<file path="src/rtl/serial_port_transmitter.sv">
// 8N1 serial transmitter on the PicoBlaze port bus: CPU byte writes queue in a small FIFO and
// are shifted out LSB first; a status byte reports full, empty, busy and sticky overflow.
module serial_port_transmitter #(
   parameter int unsigned CLOCKS_PER_BIT  = 500,
   parameter int unsigned FIFO_DEPTH_LOG2 = 2,
   parameter logic [7:0]  DATA_PORT_ID    = 8'h83,
   parameter logic [7:0]  STATUS_PORT_ID  = 8'h84
) (
   input  logic       clk,
   input  logic       reset,
   input  logic [7:0] cpuPortId,
   input  logic       cpuWriteStrobe,
   input  logic [7:0] cpuWriteData,
   input  logic       cpuReadStrobe,
   output logic [7:0] statusReadData,
   output logic       serialPortDataOut
);

   localparam int unsigned DEPTH = 1 << FIFO_DEPTH_LOG2;
   localparam logic [15:0] LAST_CYCLE = 16'(CLOCKS_PER_BIT - 1);
   localparam logic [FIFO_DEPTH_LOG2-1:0] PTR_ONE = (FIFO_DEPTH_LOG2)'(1);
   localparam logic [FIFO_DEPTH_LOG2:0] CNT_ONE = (FIFO_DEPTH_LOG2 + 1)'(1);

   typedef enum logic [1:0] {StIdle, StStart, StData, StStop} state_t;

   state_t                     state;
   logic [7:0]                 fifo_mem [DEPTH];
   logic [FIFO_DEPTH_LOG2-1:0] wr_ptr;
   logic [FIFO_DEPTH_LOG2-1:0] rd_ptr;
   logic [FIFO_DEPTH_LOG2:0]   count;
   logic [7:0]                 shift;
   logic [2:0]                 bit_cnt;
   logic [15:0]                cycle_cnt;
   logic                       overflow;

   logic fifo_full;
   logic fifo_empty;
   logic data_write;
   logic status_read;
   logic push;
   logic pop;
   logic bit_done;

   // Occupancy never exceeds DEPTH, so its MSB alone marks full.
   assign fifo_full   = count[FIFO_DEPTH_LOG2];
   assign fifo_empty  = (count == '0);
   assign data_write  = cpuWriteStrobe && (cpuPortId == DATA_PORT_ID);
   assign status_read = cpuReadStrobe && (cpuPortId == STATUS_PORT_ID);
   assign push        = data_write && !fifo_full;
   assign bit_done    = (cycle_cnt == LAST_CYCLE);
   assign pop         = !fifo_empty && ((state == StIdle) || ((state == StStop) && bit_done));

   assign statusReadData = {4'b0000, overflow, (state != StIdle), fifo_empty, fifo_full};

   always_ff @(posedge clk) begin
      if (push) begin
         fifo_mem[wr_ptr] <= cpuWriteData;
      end
   end

   always_ff @(posedge clk) begin
      if (reset) begin
         wr_ptr   <= '0;
         rd_ptr   <= '0;
         count    <= '0;
         overflow <= 1'b0;
      end else begin
         if (push) wr_ptr <= wr_ptr + PTR_ONE;
         if (pop)  rd_ptr <= rd_ptr + PTR_ONE;
         if (push && !pop) begin
            count <= count + CNT_ONE;
         end else if (!push && pop) begin
            count <= count - CNT_ONE;
         end
         // A dropped write beats a coincident clearing read.
         if (data_write && fifo_full) begin
            overflow <= 1'b1;
         end else if (status_read) begin
            overflow <= 1'b0;
         end
      end
   end

   always_ff @(posedge clk) begin
      if (reset) begin
         state             <= StIdle;
         serialPortDataOut <= 1'b1;
         shift             <= '0;
         bit_cnt           <= '0;
         cycle_cnt         <= '0;
      end else begin
         cycle_cnt <= bit_done ? '0 : cycle_cnt + 16'd1;
         unique case (state)
            StIdle: begin
               cycle_cnt <= '0;
               if (pop) begin
                  shift             <= fifo_mem[rd_ptr];
                  serialPortDataOut <= 1'b0;
                  state             <= StStart;
               end
            end
            StStart: begin
               if (bit_done) begin
                  serialPortDataOut <= shift[0];
                  shift             <= shift >> 1;
                  bit_cnt           <= '0;
                  state             <= StData;
               end
            end
            StData: begin
               if (bit_done) begin
                  if (bit_cnt == 3'd7) begin
                     serialPortDataOut <= 1'b1;
                     state             <= StStop;
                  end else begin
                     serialPortDataOut <= shift[0];
                     shift             <= shift >> 1;
                     bit_cnt           <= bit_cnt + 3'd1;
                  end
               end
            end
            StStop: begin
               // Chain straight into the next start bit so queued frames leave no idle gap.
               if (bit_done) begin
                  if (pop) begin
                     shift             <= fifo_mem[rd_ptr];
                     serialPortDataOut <= 1'b0;
                     state             <= StStart;
                  end else begin
                     state <= StIdle;
                  end
               end
            end
            default: state <= StIdle;
         endcase
      end
   end

endmodule

</file>
<file path="config.mk">
export PLATFORM = sky130hd
export DESIGN_NAME = serial_port_transmitter
export DESIGN_NICKNAME = d
export VERILOG_FILES = /design/src/rtl/serial_port_transmitter.sv
export SDC_FILE = /design/constraint.sdc
export NUM_CORES = 1
export LEC_CHECK = 0
export CAP_MARGIN = 20
export CORE_MARGIN = 2
export CORE_UTILIZATION = 40
export CTS_CLUSTER_DIAMETER = 80
export DETAILED_ROUTE_END_ITERATION = 7
export GPL_ROUTABILITY_DRIVEN = 0
export PLACE_DENSITY = 0.62
export SKIP_CTS_REPAIR_TIMING = 1
export SYNTH_ARGS = -nofsm -noshare
export SYNTH_HDL_FRONTEND = slang
export SYNTH_SLANG_ARGS = --single-unit
</file>
<file path="constraint.sdc">
create_clock -name clk -period 5.4 [get_ports clk]
set_clock_uncertainty 0.05 [all_clocks]
set_input_delay 1.08 -clock clk [delete_from_list [all_inputs] [get_ports clk]]
set_output_delay 1.08 -clock clk [all_outputs]
set_load 0.02 [all_outputs]
</file>
# ---- Word level (Yosys, flattened, before mapping)
# Memory sizes are Yosys's and may differ from the RTL's. A register that Yosys moved wholly into a read port is not among the register bits.
# Index checks and enable logic that the tools add are counted.
dict set report totals {
  mem_bits_ro 0
  latchBits 0
  regBits 38
  output_inout_bits 9
  inputBits 20
  memories 1
  word_cells 84
  ram_bits 32
}
# name depth width read_ports rd_clocked_by_memory_dff wr line
set mem_list {}
lappend mem_list {fifo_mem 4 8 1 1 1 27} ;# logic [7:0] fifo_mem [DEPTH];
dict set report classes {
  multipliers 0
  eq_ne 13
  shift 0
  bitwise_logic 0
  add_sub_neg 6
  div 0
  order_cmp 0
  muxes 31
  reduce_logical 24
}
# operator count
set op_table {}
lappend op_table {{$mux 8} 5}
lappend op_table {{$pmux 8 s4} 1}
lappend op_table {{$add 16x1->16 const B} 1}
lappend op_table {{$eq 16x9->1 const B} 1}
lappend op_table {{$eq 8x8->1 const B} 2}
lappend op_table {{$mux 3} 5}
lappend op_table {{$mux 2} 7}
lappend op_table {{$ne 2x2->1 const B} 6}
lappend op_table {{$mux 1} 10}
lappend op_table {{$logic_and 1x1->1} 8}
lappend op_table {{$pmux 2 s4} 1}
lappend op_table {{$reduce_and 4->1} 2}
lappend op_table {{$reduce_bool 2->1} 4}
lappend op_table {{$add 3x1->3 const B} 2}
lappend op_table {{$pmux 3 s2} 1}
lappend op_table {{$reduce_and 5->1} 1}
lappend op_table {{$add 2x1->2 const B} 2}
lappend op_table {{$eq 2x2->1 const B} 2}
lappend op_table {{$logic_not 1->1} 4}
lappend op_table {{$pmux 1 s4} 1}
lappend op_table {{$eq 3x3->1 const B} 1}
lappend op_table {{$logic_not 3->1} 1}
lappend op_table {{$reduce_and 3->1} 1}
lappend op_table {{$reduce_or 3->1} 1}
lappend op_table {{other kinds (4)} 4}

# ---- Depth between registers and ports, before layout
# Gate-level depths: netlist (run 1).
dict set report depth {
  ltp_word 7
  ltp_mapped 12
  mapped_depth_nobuf 11
}

# ---- Least setup slack after synthesis (run 1)
# OpenSTA, ideal clock, no wires.
dict set report synth_path {
  kind {input -> register}
  startpoint {in cpuPortId[3]}
  endpoint {reg count[2]}
  setup_ns 0.071
  t_required_ns 5.279
  slack_ns 2.084
  path_buffers 0
  arrival_time_ns 3.195
  path_stages 9
  cell_sequence {nor4_1 -> nand2_1 -> nor3_1 -> ha_1 -> inv_1 -> fa_1 -> xor2_1 -> or3_1 -> a21oi_1}
}
dict set report synth_between {
  elab_chain_len 6
  elab_cells_between_ends 8
  cone_classes {eq/ne (1); mux (1); reduce/logical (6)}
}
# element line
set synth_rtl {}
lappend synth_rtl {{from (decl)} 11} ;# input logic [7:0] cpuPortId,
lappend synth_rtl {{$eq 8x8->1 *} 47} ;# assign data_write = cpuWriteStrobe && (cpuPortId == DATA_PORT_ID);
lappend synth_rtl {{$logic_and 1x1->1 *} 47}
lappend synth_rtl {{$logic_and 1x1->1 *} 49} ;# assign push = data_write && !fifo_full;
lappend synth_rtl {{via push} 40} ;# logic push;
lappend synth_rtl {{$logic_not 1->1} 72} ;# end else if (!push && pop) begin
lappend synth_rtl {{$logic_and 1x1->1} 72}
lappend synth_rtl {{$reduce_bool 2->1 (no source line)} -}
lappend synth_rtl {{to (signal assigned)} 71} ;# count <= count + CNT_ONE;
lappend synth_rtl {{to (signal assigned)} 73} ;# count <= count - CNT_ONE;
lappend synth_rtl {{to (decl)} 30} ;# logic [FIFO_DEPTH_LOG2:0] count;
# The timed path passes the listed nets; every way through them passes the cells marked *.
# A chain may end at the register's enable or synchronous reset.

# ---- Worst setup path after layout (run 1)
# Ends and elaborated chain as after synthesis.

==> results of run 1 <==
## layout make-up
cell class,count,share of cell area [%]
Sequential cell,72,48.6
Multi-Input combinational cell,169,35.1
Timing Repair Buffer,24,6.63
Tap cell,102,3.52
Clock buffer,9,3.42
Clock inverter,7,1.48
Inverter,12,1.24
## logic make-up (layout without fill, tap and decap cells)
logic type / count (synthesis) / count (layout)
other cells: 1 / 4
xor+xnor: 18 / 18
fa+ha+maj: 14 / 14
compound gates: 38 / 38
buf+inv: 27 / 52
mux: 18 / 18
simple gates: 77 / 77
flops: 72 / 72
## worst max-delay path: cells and delay by family
family,cells,cell delay [ps]
buffers and inverters,2,450
AO/OA/AOI/OAI,1,150
XOR/XNOR,1,180
AND/OR/NAND/NOR,4,1350
adder cells (fa/ha/maj),2,680
## state kept, by name, indices dropped and copies added (netlist names), named ones only
register / flops
bit_cnt: 3
count: 3
cycle_cnt: 16
fifo_mem: 32
overflow: 1
rd_ptr: 2
serialPortDataOut: 1
shift: 8
state: 2
wr_ptr: 2
## Yosys cell counts (all sizes together)
| cell type | count | area share, % |
|---|---|---|
| o21ai | 5 | 0.91 |
| a21o | 2 | 0.47 |
| a21oi | 13 | 2.1 |
| and2 | 5 | 0.99 |
| and3 | 2 | 0.40 |
| or3 | 3 | 0.59 |
| conb | 1 | 0.12 |
| nor4 | 1 | 0.20 |
| nor3 | 4 | 0.63 |
| mux4 | 8 | 5.7 |
| dfxtp | 40 | 25 |
| o22ai | 2 | 0.59 |
| nand4b | 3 | 0.83 |
| nand3 | 12 | 1.9 |
| a221o | 1 | 0.32 |
| a21boi | 1 | 0.36 |
| ha | 13 | 5.1 |
| o21bai | 1 | 0.24 |
| buf | 9 | 2.3 |
| o41ai | 2 | 0.79 |
| a311o | 1 | 0.32 |
| a211oi | 7 | 1.7 |
| inv | 12 | 1.4 |
| nor2 | 28 | 3.3 |
| edfxtp | 32 | 30 |
| a22o | 2 | 0.55 |
| nand4 | 1 | 0.20 |
| nand2 | 13 | 1.5 |
| xor2 | 10 | 2.8 |
| fa | 1 | 0.63 |
| a31oi | 1 | 0.20 |
| xnor2 | 8 | 2.2 |
| clkbuf | 6 | 0.71 |
| nor2b | 2 | 0.40 |
| mux2i | 10 | 3.2 |
| or4 | 3 | 0.71 |
## path summary, 6_finish.rpt
path                                               from                       to  cells after the start
worst max-delay path                       cpuPortId[3]    count[2]$_SDFFE_PP0P_                     10
worst min-delay path            cycle_cnt[0]$_SDFF_PP0_  cycle_cnt[0]$_SDFF_PP0_                      1
worst max register to register  cycle_cnt[2]$_SDFF_PP0_    count[2]$_SDFFE_PP0P_                     10
worst min register to register  cycle_cnt[0]$_SDFF_PP0_  cycle_cnt[0]$_SDFF_PP0_                      1
## per-layer routing
metal | GRT usage [%] | up-vias | routed length [um]
li1 | - | 996 | -
met1 | 17.8 | 894 | 2570
met2 | 19.6 | 41 | 2210
met3 | 3.25 | 13 | 216
met4 | 5.88 | 0 | 95
met5 | 0 | - | 0
## report_power, final
group / total (W) / internal [W] / switching, W
Sequential: 0.000673 / 0.000622 / 0.0000512
Combinational: 0.000557 / 0.000253 / 0.000303
Clock: 0.000380 / 0.000170 / 0.000210
## through the flow
step | power [W] | hold WS (ps) | utilization [%] | instances | worst slack [ps]
floorplan | 0.00113 | 380 | - | 268 | 2080
global placement | 0.00124 | 390 | 44.9 | 379 | 1480
detailed placement | 0.00125 | 403 | 44.9 | 379 | 1330
CTS | 0.00163 | 422 | 47.2 | 395 | 1680
global route | 0.00171 | 431 | 47.2 | 395 | 1510
finish | 0.00161 | 413 | 47.2 | 395 | 1720
==> metrics.csv, run 1 <==
stage;metric;value;unit
finish;fin_nets;322;
finish;stdcell_area;3630;um2
synthesis;synth_compound_area_share;8.47;%
run_status;status;complete, no violations;
synthesis;synth_fa_ha_area_share;5.78;%
clock_tree;clock-sinks;72;
route;num_vias;1944;
global_routing;grt-ovfl-total;0;
floorplan;die-area;8640;um2
finish;fillCellCount;703;
timing;fin_crit;3680;ps
timing;fin_tns_setup;0;ps
route;first_pass_iters;4;
timing;slew_headroom;43.8;%
clock_tree;numCtsBuffers;9;
route;route.antenna.remaining_nets;0;
floorplan;initial_core_util;41.1;%
global_routing;grt.total_usage;13.0;%
finish;multi_input_area;1270;um2
critical_path;worstPathRequired;5600;ps
placement;dp_hpwl;3560;um
placement;port_buffers;24;
synthesis;synth_area;3160;um2
route;avgRoutedWirePerCell;12.9;um
timing;setup_viol;0;
finish;drive_gt1_share;9.22;%
clock_tree;htreeDepth;3;
floorplan;io_pins;29;
route;wl;5100;um
finish;area_delta_synth_final;14.6;%
placement;placedInstanceArea;3450;um2
critical_path;cpPeakStageDelay;630;ps
power_and_ir_drop;power_density;444;nW/um2
synthesis;synth_cells;265;
clock_tree;root_buffer;clkbuf_8;
power_and_ir_drop;leakagePower;1.26;nW
route;dr.first_iter.drc_count;104;
route;routed_via_density;4.92;
synthesis;synth-seq-cells;72;
synthesis;synth_top_family_by_area;simple AND/OR/NAND/NOR gates;
synthesis;ys_warn_count;0;
timing;rsz0062_at_grt;false;
timing;slew_violations;0;
finish;diodes;0;
floorplan;fp.dieH;92.9;um
critical_path;crit_fanout;7;
critical_path;crit_type;input port to flip-flop;
hold_path;min_path_type;flip-flop to flip-flop;
global_routing;grt_max_degree;22;
global_routing;grt_pass1_vias;1907;
critical_path;cpMaxStageDelayCell;nor3_1;
finish;layout_commonest_cell;dfxtp_1;
timing;tightest_slew;841;ps
critical_path;startpoint_type;input port;
critical_path;end_kind;flip-flop;
critical_path;regToRegSetupSlack;2180;ps
synthesis;yosys.area_share.simple;11.7;%
timing;min_period_over_period;68.2;%
clock_tree;clkTransAtPathRegs;80;ps
floorplan;rows;32;
clock_tree;clockBufferDepth;2;
finish;final_cell_mix;dfxtp_1 (40), edfxtp_1 (32), nor2_1 (28);
global_routing;grt_pass1_wl;8830;um
timing;fmax;271;MHz
global_routing;antenna_found_initial;0;
synthesis;ys_types;40;
timing;final_hold_viol_count;0;
floorplan;coreArea;7690;um2
synthesis;synth_xor_area_share;4.98;%
route;drc;0;
floorplan;die_x;92.9;um
flow_run;max-cap-violations;0;
critical_path;arrival;3890;ps
power_and_ir_drop;ir_drop;0.000175;V
clock_tree;cts_tree;done;
clock_tree;insertion_delay;340;ps
finish;seq_area;1760;um2
synthesis;synth-seq-area-share;55.7;%
synthesis;synthMuxAreaShare;8.86;%
critical_path;cp_cell_sequence;clkdlybuf4s50_1 > nor4_1 > nand2_1 > nor3_1 > ha_1 > inv_1 > fa_1 > xor2_1 > or3_1 > a21oi_1;
synthesis;avgSynthCellArea;11.9;um2
Power figures use the tool's default switching activity.
==> run 2: changes to the inputs <==
==> constraint.sdc (replaced) <==
create_clock -name clk -period 3.5 [get_ports clk]
set_clock_uncertainty 0.05 [all_clocks]
set_input_delay 0.7 -clock clk [delete_from_list [all_inputs] [get_ports clk]]
set_output_delay 0.7 -clock clk [all_outputs]
set_load 0.02 [all_outputs]
==> run 2 against run 1 <==
Combinational power is 55% higher. Clock-buffer cell count stayed put. Cell area grew 1.9%. Sequential cell count did not move. Sequential share of layout area decreased by 0.90 points. Critical path type is now flip-flop to flip-flop. Critical endpoint unchanged.
==> metrics.csv, run 2 (synthesis results as in run 1) <==
stage;metric;value;unit
run_status;status;complete, no violations;
global_routing;grt-busiest-layer;met2;
route;num_vias;1969;
clock_tree;clock-sinks;72;
clock_tree;cts_tree;done;
finish;final_cell_mix;dfxtp_1 (40), edfxtp_1 (32), nor2_1 (28);
global_routing;grtUsageMet1;18.4;%
route;drc;0;
timing;tightest_slew;648;ps
floorplan;fp.dieH;92.9;um
floorplan;io_pins;29;
clock_tree;insertion_delay;330;ps
finish;fillCellCount;677;
timing;setup_ws;529;ps
clock_tree;htreeDepth;3;
floorplan;die_x;92.9;um
finish;largest_register_ffs;32;
power_and_ir_drop;switching_share;33.4;%
critical_path;arrival;3190;ps
power_and_ir_drop;leakagePower;1.31;nW
critical_path;end_kind;flip-flop;
finish;fin_nets;325;
route;wl;5260;um
global_routing;grt_util_met3;4.07;%
hold_path;min_path_type;flip-flop to flip-flop;
global_routing;grt_pass1_wl;8960;um
floorplan;coreArea;7690;um2
floorplan;rows;32;
timing;fin_tns_setup;0;ps
power_and_ir_drop;pwr-share-comb;32.6;%
clock_tree;numCtsBuffers;9;
power_and_ir_drop;finalPower;0.00264;W
hold_path;hold_depth;1;
finish;diodes;0;
global_routing;grt-ovfl-total;0;
timing;slew_violations;0;
timing;rsz0062_at_grt;false;
power_and_ir_drop;internal_power;0.00176;W
power_and_ir_drop;ir_drop;0.000275;V
route;routed_via_density;4.95;
route;dr.first_iter.drc_count;88;
power_and_ir_drop;power_density;715;nW/um2
placement;placedInstanceArea;3470;um2
floorplan;initial_core_util;41.1;%
critical_path;worstPathRequired;3720;ps
finish;area_delta_synth_final;16.8;%
global_routing;gr-usage-met2;20.1;%
timing;final_hold_viol_count;0;
flow_run;max-cap-violations;0;
finish;reg.largest.list;fifo_mem: 32 flops, cycle_cnt: 16 flops, shift: 8 flops;
placement;dp_hpwl;3590;um
power_and_ir_drop;p_switching;0.000882;W
clock_tree;clockBufferDepth;2;
finish;layout_commonest_cell;dfxtp_1;
critical_path;crit_fanout;5;
global_routing;grt_max_degree;22;
power_and_ir_drop;seq_power_share;39.4;%
route;route.antenna.remaining_nets;0;
timing;slew_headroom;56.7;%
global_routing;grt.total_usage;13.4;%
placement;place_inst;382;
global_routing;grt_pass1_vias;1906;
clock_tree;root_buffer;clkbuf_8;
critical_path;crit_type;flip-flop to flip-flop;
power_and_ir_drop;clkPwrFrac;28.1;%
route;first_pass_iters;4;
clock_tree;clkTransAtPathRegs;80;ps
finish;final_cells;398;
finish;regMostFlops;fifo_mem;
timing;setup_viol;0;
placement;pre_cts_slack;354;ps
timing;min_period_over_period;84.9;%
critical_path;reg2regPathDepth;10;
placement;port_buffers;24;
global_routing;antenna_found_initial;0;
timing;fin_crit;2970;ps
timing;fmax;337;MHz
route;avgRoutedWirePerCell;13.2;um
finish;drive_gt1_share;10.5;%
floorplan;die-area;8640;um2
critical_path;startpoint_type;flip-flop;
finish;stdcell_area;3690;um2
==> run 2: cell types whose count changed in the layout (fill, tap and decap cells not counted), sizes merged <==
cell | before | now
clkinv | 3 | 1
clkinvlp | 2 | 0
inv | 14 | 16
bufinv | 0 | 2
buf | 0 | 3
==> run 2: metrics by stage <==
stage | hold slack, ps | utilization, %
after CTS | 422 | 48.1
final | 419 | 48.1
after global routing | 434 | 48.1
after detailed placement | 402 | 45.1
after global placement | 393 | 45.1
after floorplan | 380 | -
==> run 2: final timing paths <==
kind / from / endpoint / slack (ps)
worst max register to register: cycle_cnt[2]$_SDFF_PP0_ / count[2]$_SDFFE_PP0P_ / 530
worst min register to register: cycle_cnt[0]$_SDFF_PP0_ / cycle_cnt[0]$_SDFF_PP0_ / 420
worst max-delay path: cycle_cnt[2]$_SDFF_PP0_ / count[2]$_SDFFE_PP0P_ / 530
worst min-delay path: cycle_cnt[0]$_SDFF_PP0_ / cycle_cnt[0]$_SDFF_PP0_ / 420
==> run 2: worst max-delay path, stage by stage, from the launching register on <==
cell and delay, ps:
dfxtp_1 360, or4_1 530, or4_1 570, o22ai_2 270, inv_1 150, ha_1 230
inv_1 70, fa_1 170, xor2_1 80, or3_1 300, a21oi_1 130
==> run 2: area by class of cell <==
type	count	area, um2	share of cell area, %
Clock buffer	9	124	3.35
Clock inverter	7	100	2.71
Inverter	12	45.0	1.22
Multi-Input combinational cell	169	1270	34.5
Sequential cell	72	1760	47.7
Tap cell	102	128	3.45
Timing Repair Buffer	27	263	7.11
==> run 2: metal layers <==
layer,wire (um),vias up
met1,2550,921
met3,304,4
met4,59,0
met5,0,-
li1,-,994
met2,2350,50
==> run 2: power groups by stage <==
stage | logic (W) | clock network (W) | registers, W
2_1_floorplan | 0.000720 | 0 | 0.00103
3_3_place_gp | 0.000856 | 0 | 0.00106
3_5_place_dp | 0.000868 | 0 | 0.00106
4_1_cts | 0.000870 | 0.000761 | 0.00104
5_1_grt | 0.000959 | 0.000798 | 0.00105
6_report | 0.000861 | 0.000741 | 0.00104
==> run 3: changes to the inputs <==
==> constraint.sdc (replaced) <==
create_clock -name clk -period 2.8 [get_ports clk]
set_clock_uncertainty 0.05 [all_clocks]
set_input_delay 0.56 -clock clk [delete_from_list [all_inputs] [get_ports clk]]
set_output_delay 0.56 -clock clk [all_outputs]
set_load 0.02 [all_outputs]
==> run 3 against run 2 <==
First-iteration DRC count rose by 3.4%. Wire length rose by 1.6%. Via count increased by 1.8%. Largest cell class unchanged. Highest routed layer unchanged.
==> metrics.csv, run 3 (synthesis results as in run 1) <==
stage;metric;value;unit
run_status;status;complete, no violations;
global_routing;grt.total_usage;13.6;%
global_routing;grt-busiest-layer;met2;
critical_path;arrival;2910;ps
finish;layout_commonest_cell;dfxtp_1;
power_and_ir_drop;power_density;891;nW/um2
flow_run;max-cap-violations;0;
placement;port_buffers;24;
route;num_vias;2005;
critical_path;crit_type;flip-flop to flip-flop;
hold_path;min_path_type;flip-flop to flip-flop;
timing;min_period_over_period;95.7;%
timing;hold_slack;416;ps
floorplan;rows;32;
timing;fin_crit;2680;ps
global_routing;grt_max_degree;21;
power_and_ir_drop;clkPwrFrac;25.8;%
clock_tree;clockBufferDepth;2;
route;dr.first_iter.drc_count;91;
route;routed_via_density;4.94;
critical_path;worstPathRequired;3030;ps
power_and_ir_drop;switching_share;34.5;%
power_and_ir_drop;pwr-share-comb;35.4;%
finish;area_delta_synth_final;18.9;%
global_routing;grt_util_met3;4.88;%
finish;drive_gt1_share;14.8;%
finish;finish.utilization;48.9;%
finish;diodes;0;
timing;slew_headroom;56.9;%
critical_path;startpoint_type;flip-flop;
power_and_ir_drop;seq_power_share;38.8;%
global_routing;gr-usage-met2;20.4;%
floorplan;coreArea;7690;um2
route;wl;5340;um
route;avgRoutedWirePerCell;13.2;um
floorplan;initial_core_util;41.1;%
placement;dp_hpwl;3710;um
timing;setup_viol;0;
clock_tree;numCtsBuffers;9;
finish;regMostFlops;fifo_mem;
finish;largest_register_ffs;32;
global_routing;grt_pass1_wl;8980;um
finish;fin_nets;333;
finish;final_cells;406;
power_and_ir_drop;finalPower;0.00335;W
power_and_ir_drop;p_switching;0.00116;W
power_and_ir_drop;ir_drop;0.000385;V
clock_tree;cts_tree;done;
global_routing;grt-ovfl-total;0;
floorplan;die-area;8640;um2
clock_tree;clkTransAtPathRegs;80;ps
power_and_ir_drop;leakagePower;1.34;nW
timing;fmax;373;MHz
floorplan;fp.dieH;92.9;um
timing;final_hold_viol_count;0;
global_routing;antenna_found_initial;0;
placement;place_inst;389;
route;drc;0;
power_and_ir_drop;internal_power;0.00220;W
critical_path;crit_fanout;3;
route;route.antenna.remaining_nets;0;
timing;slew_violations;0;
floorplan;io_pins;29;
critical_path;regToRegSetupSlack;120;ps
clock_tree;clock-sinks;72;
global_routing;grt_pass1_vias;1961;
clock_tree;root_buffer;clkbuf_8;
global_routing;grtUsageMet1;18.0;%
route;first_pass_iters;4;
hold_path;hold_depth;2;
clock_tree;insertion_delay;350;ps
floorplan;die_x;92.9;um
clock_tree;htreeDepth;3;
timing;tightest_slew;645;ps
critical_path;reg2regPathDepth;10;
finish;final_cell_mix;dfxtp_1 (38), edfxtp_1 (32), nor2_1 (28);
critical_path;end_kind;flip-flop;
finish;reg.largest.list;fifo_mem: 32 flops, cycle_cnt: 16 flops, shift: 8 flops;
-- run 3: metrics by stage --
stage	area (um2)	TNS, ps	setup WS [ps]
finish	3760	0	119
global route	3760	-15.9	-15.9
CTS	3730	0	34.8
detailed placement	3520	-180	-180
global placement	3520	-127	-127
floorplan	3170	0	2.08
-- run 3: area by class of cell --
cell class	instances	area, um2
Fill cell	710	3930
Sequential cell	72	1760
Multi-Input combinational cell	169	1290
Timing Repair Buffer	35	323
Tap cell	102	128
Clock buffer	9	124
Clock inverter	7	87.6
Inverter	12	45.0
-- run 3: final timing paths --
kind | startpoint | to
setup / recovery | cycle_cnt[13]$_SDFF_PP0_ | count[2]$_SDFFE_PP0P_
setup reg to reg | cycle_cnt[13]$_SDFF_PP0_ | count[2]$_SDFFE_PP0P_
hold reg to reg | shift[7]$_SDFFE_PP0P_ | shift[7]$_SDFFE_PP0P_
hold / removal | shift[7]$_SDFFE_PP0P_ | shift[7]$_SDFFE_PP0P_
-- run 3: power by group through the flow --
stage	clock network (W)	logic [W]	registers, W
global placement	0	0.00113	0.00132
finish	0.000866	0.00119	0.00130
CTS	0.000896	0.00115	0.00130
floorplan	0	0.000899	0.00128
global route	0.000937	0.00130	0.00131
detailed placement	0	0.00115	0.00132
-- run 3: per-layer routing --
layer,up-vias,routed length (um)
met4,0,43
li1,1018,-
met3,6,228
met2,36,2450
met1,945,2620
met5,-,0
-- run 3: worst max-delay path, cell delays in order, from the launching register on --
cell     delay, ps
dfxtp_2        340
or4_4          520
or4_4          560
o22ai_4        130
inv_2           70
ha_1           190
inv_1           70
fa_2           190
xor2_1          70
or3_1          300
a21oi_1        130
==> edit: new RTL, flow settings as in run 2 <==
`FIFO_DEPTH_LOG2`: 2 -> 1.
--- a/src/rtl/serial_port_transmitter.sv
+++ b/src/rtl/serial_port_transmitter.sv
@@ -2,7 +2,7 @@
 // are shifted out LSB first; a status byte reports full, empty, busy and sticky overflow.
 module serial_port_transmitter #(
    parameter int unsigned CLOCKS_PER_BIT  = 500,
-   parameter int unsigned FIFO_DEPTH_LOG2 = 2,
+   parameter int unsigned FIFO_DEPTH_LOG2 = 1,
    parameter logic [7:0]  DATA_PORT_ID    = 8'h83,
    parameter logic [7:0]  STATUS_PORT_ID  = 8'h84
 ) (
Formal check against the unedited RTL: not equivalent (a bounded check fails within 4 cycles, from zero or initial values and one cycle with reset high).
==> edit against run 2 <==
  * Routed wire length down 22%
  * Hold slack better by 2.4 ps
  * Total power shrank 36%
  * Worst setup slack better by 460 ps
  * Area after synthesis down 24%
  * Final area fell by 25%
  * Sequential share of layout area down 4.2 points
  * Critical path type unchanged
  * Sequential cell count decreased by 20
  * Critical path depth fell by 2
==> edit: results <==
routing:
  wl_met1_um: 2050
  avgRoutedWirePerCell_um: 12.2
  routed-wl-met2_um: 1830
  vias_per_cell: 5.06
  drtIter0Drc: 78
  wl_um: 4090
  met3_wirelength_um: 176
sta:
  min_period_over_period_pct: 71.6
  timing.slew.headroom_pct: 61.0
  timing.hold.ws_ps: 421
global_route:
  grtUsageMet1_pct: 18.1
  grt_max_degree: 21
  grt_usage_pct: 13.6
  grt_pass1_wl_um: 7020
  grt_pass1_vias: 1558
  grtUsageMet2_pct: 21.6
power_and_ir_drop:
  pwr.group.sequential_uw: 749
  pwr-share-comb_pct: 33.8
  ir_drop_v: 0.000321
  p_leak_nw: 0.953
  p_int_mw: 1.08
  clkPwrFrac_pct: 21.9
placement:
  io_buffers: 24
  hpwlAfterDp_um: 2890
  dp_cells: 327
  placed_area_um2: 2670
final_layout:
  nFillCells: 573
  drive_gt1_share_pct: 8.46
  num_antenna_cells: 0
  top_regs: "cycle_cnt: 16 flops, fifo_mem: 16 flops, shift: 8 flops"
  final_nets: 288
  ff_latch_area_um2: 1200
status:
  outcome: "complete, no violations"
critical_path:
  critical-path-max-stage-delay_ps: 390
  crit_path_top_delay_cell: "dfxtp_1"
  arrival_ps: 2700
  r2r_slack_ps: 990
  r2r-end: "count[1]"
  reg2reg_depth: 8
  worstReg2RegStart: "cycle_cnt[0]"
clock_tree:
  insertion_delay_ps: 310
  numCtsBuffers: 5
  htreeDepth: 2
synth:
  synthAdderAreaFrac_pct: 4.70
  synth_compound_area_share_pct: 12.0
  synth_edf_count: 16
  synthMuxAreaShare_pct: 4.23
  ys_seq_area_share_pct: 50.2
  syn_inst: 237
  ys_top_cells_by_count: "dfxtp_1, nor2_1, o21ai_0, nand2_1, edfxtp_1"
  synthXorXnorAreaFrac_pct: 6.22
  ys_types: 45
min_path:
  hp-start: "cycle_cnt[0]"
==> edit: changes by cell type in the layout (fill, tap and decap cells not counted), sizes merged, moves of 3 or more <==
cell,before,now
a211oi,7,1
and2,5,2
clkbuf,9,5
dfxtp,40,36
edfxtp,32,16
ha,13,9
inv,16,8
mux4,8,0
nand2,13,18
nand4,1,4
o21ai,5,23
==> edit: worst max path at each step <==
| stage | start | end | depth (start not counted) |
|---|---|---|---|
| after floorplan | cpuPortId[3] | fifo_mem[0][0] | 3 |
| after global placement | cpuPortId[3] | count[1] | 7 |
| after detailed placement | cpuPortId[3] | count[1] | 7 |
| after CTS | cycle_cnt[0] | count[1] | 8 |
| after global routing | cycle_cnt[0] | count[1] | 8 |
| final | cycle_cnt[0] | count[1] | 8 |
==> edit: layout make-up <==
class / instances / area share [%]
flip-flops and latches: 52 / 43.4
clock inverters: 3 / 1.04
repair buffers: 26 / 9.23
inverters: 5 / 0.679
well taps: 75 / 3.39
clock buffers: 5 / 2.49
multi-input cells: 169 / 39.7
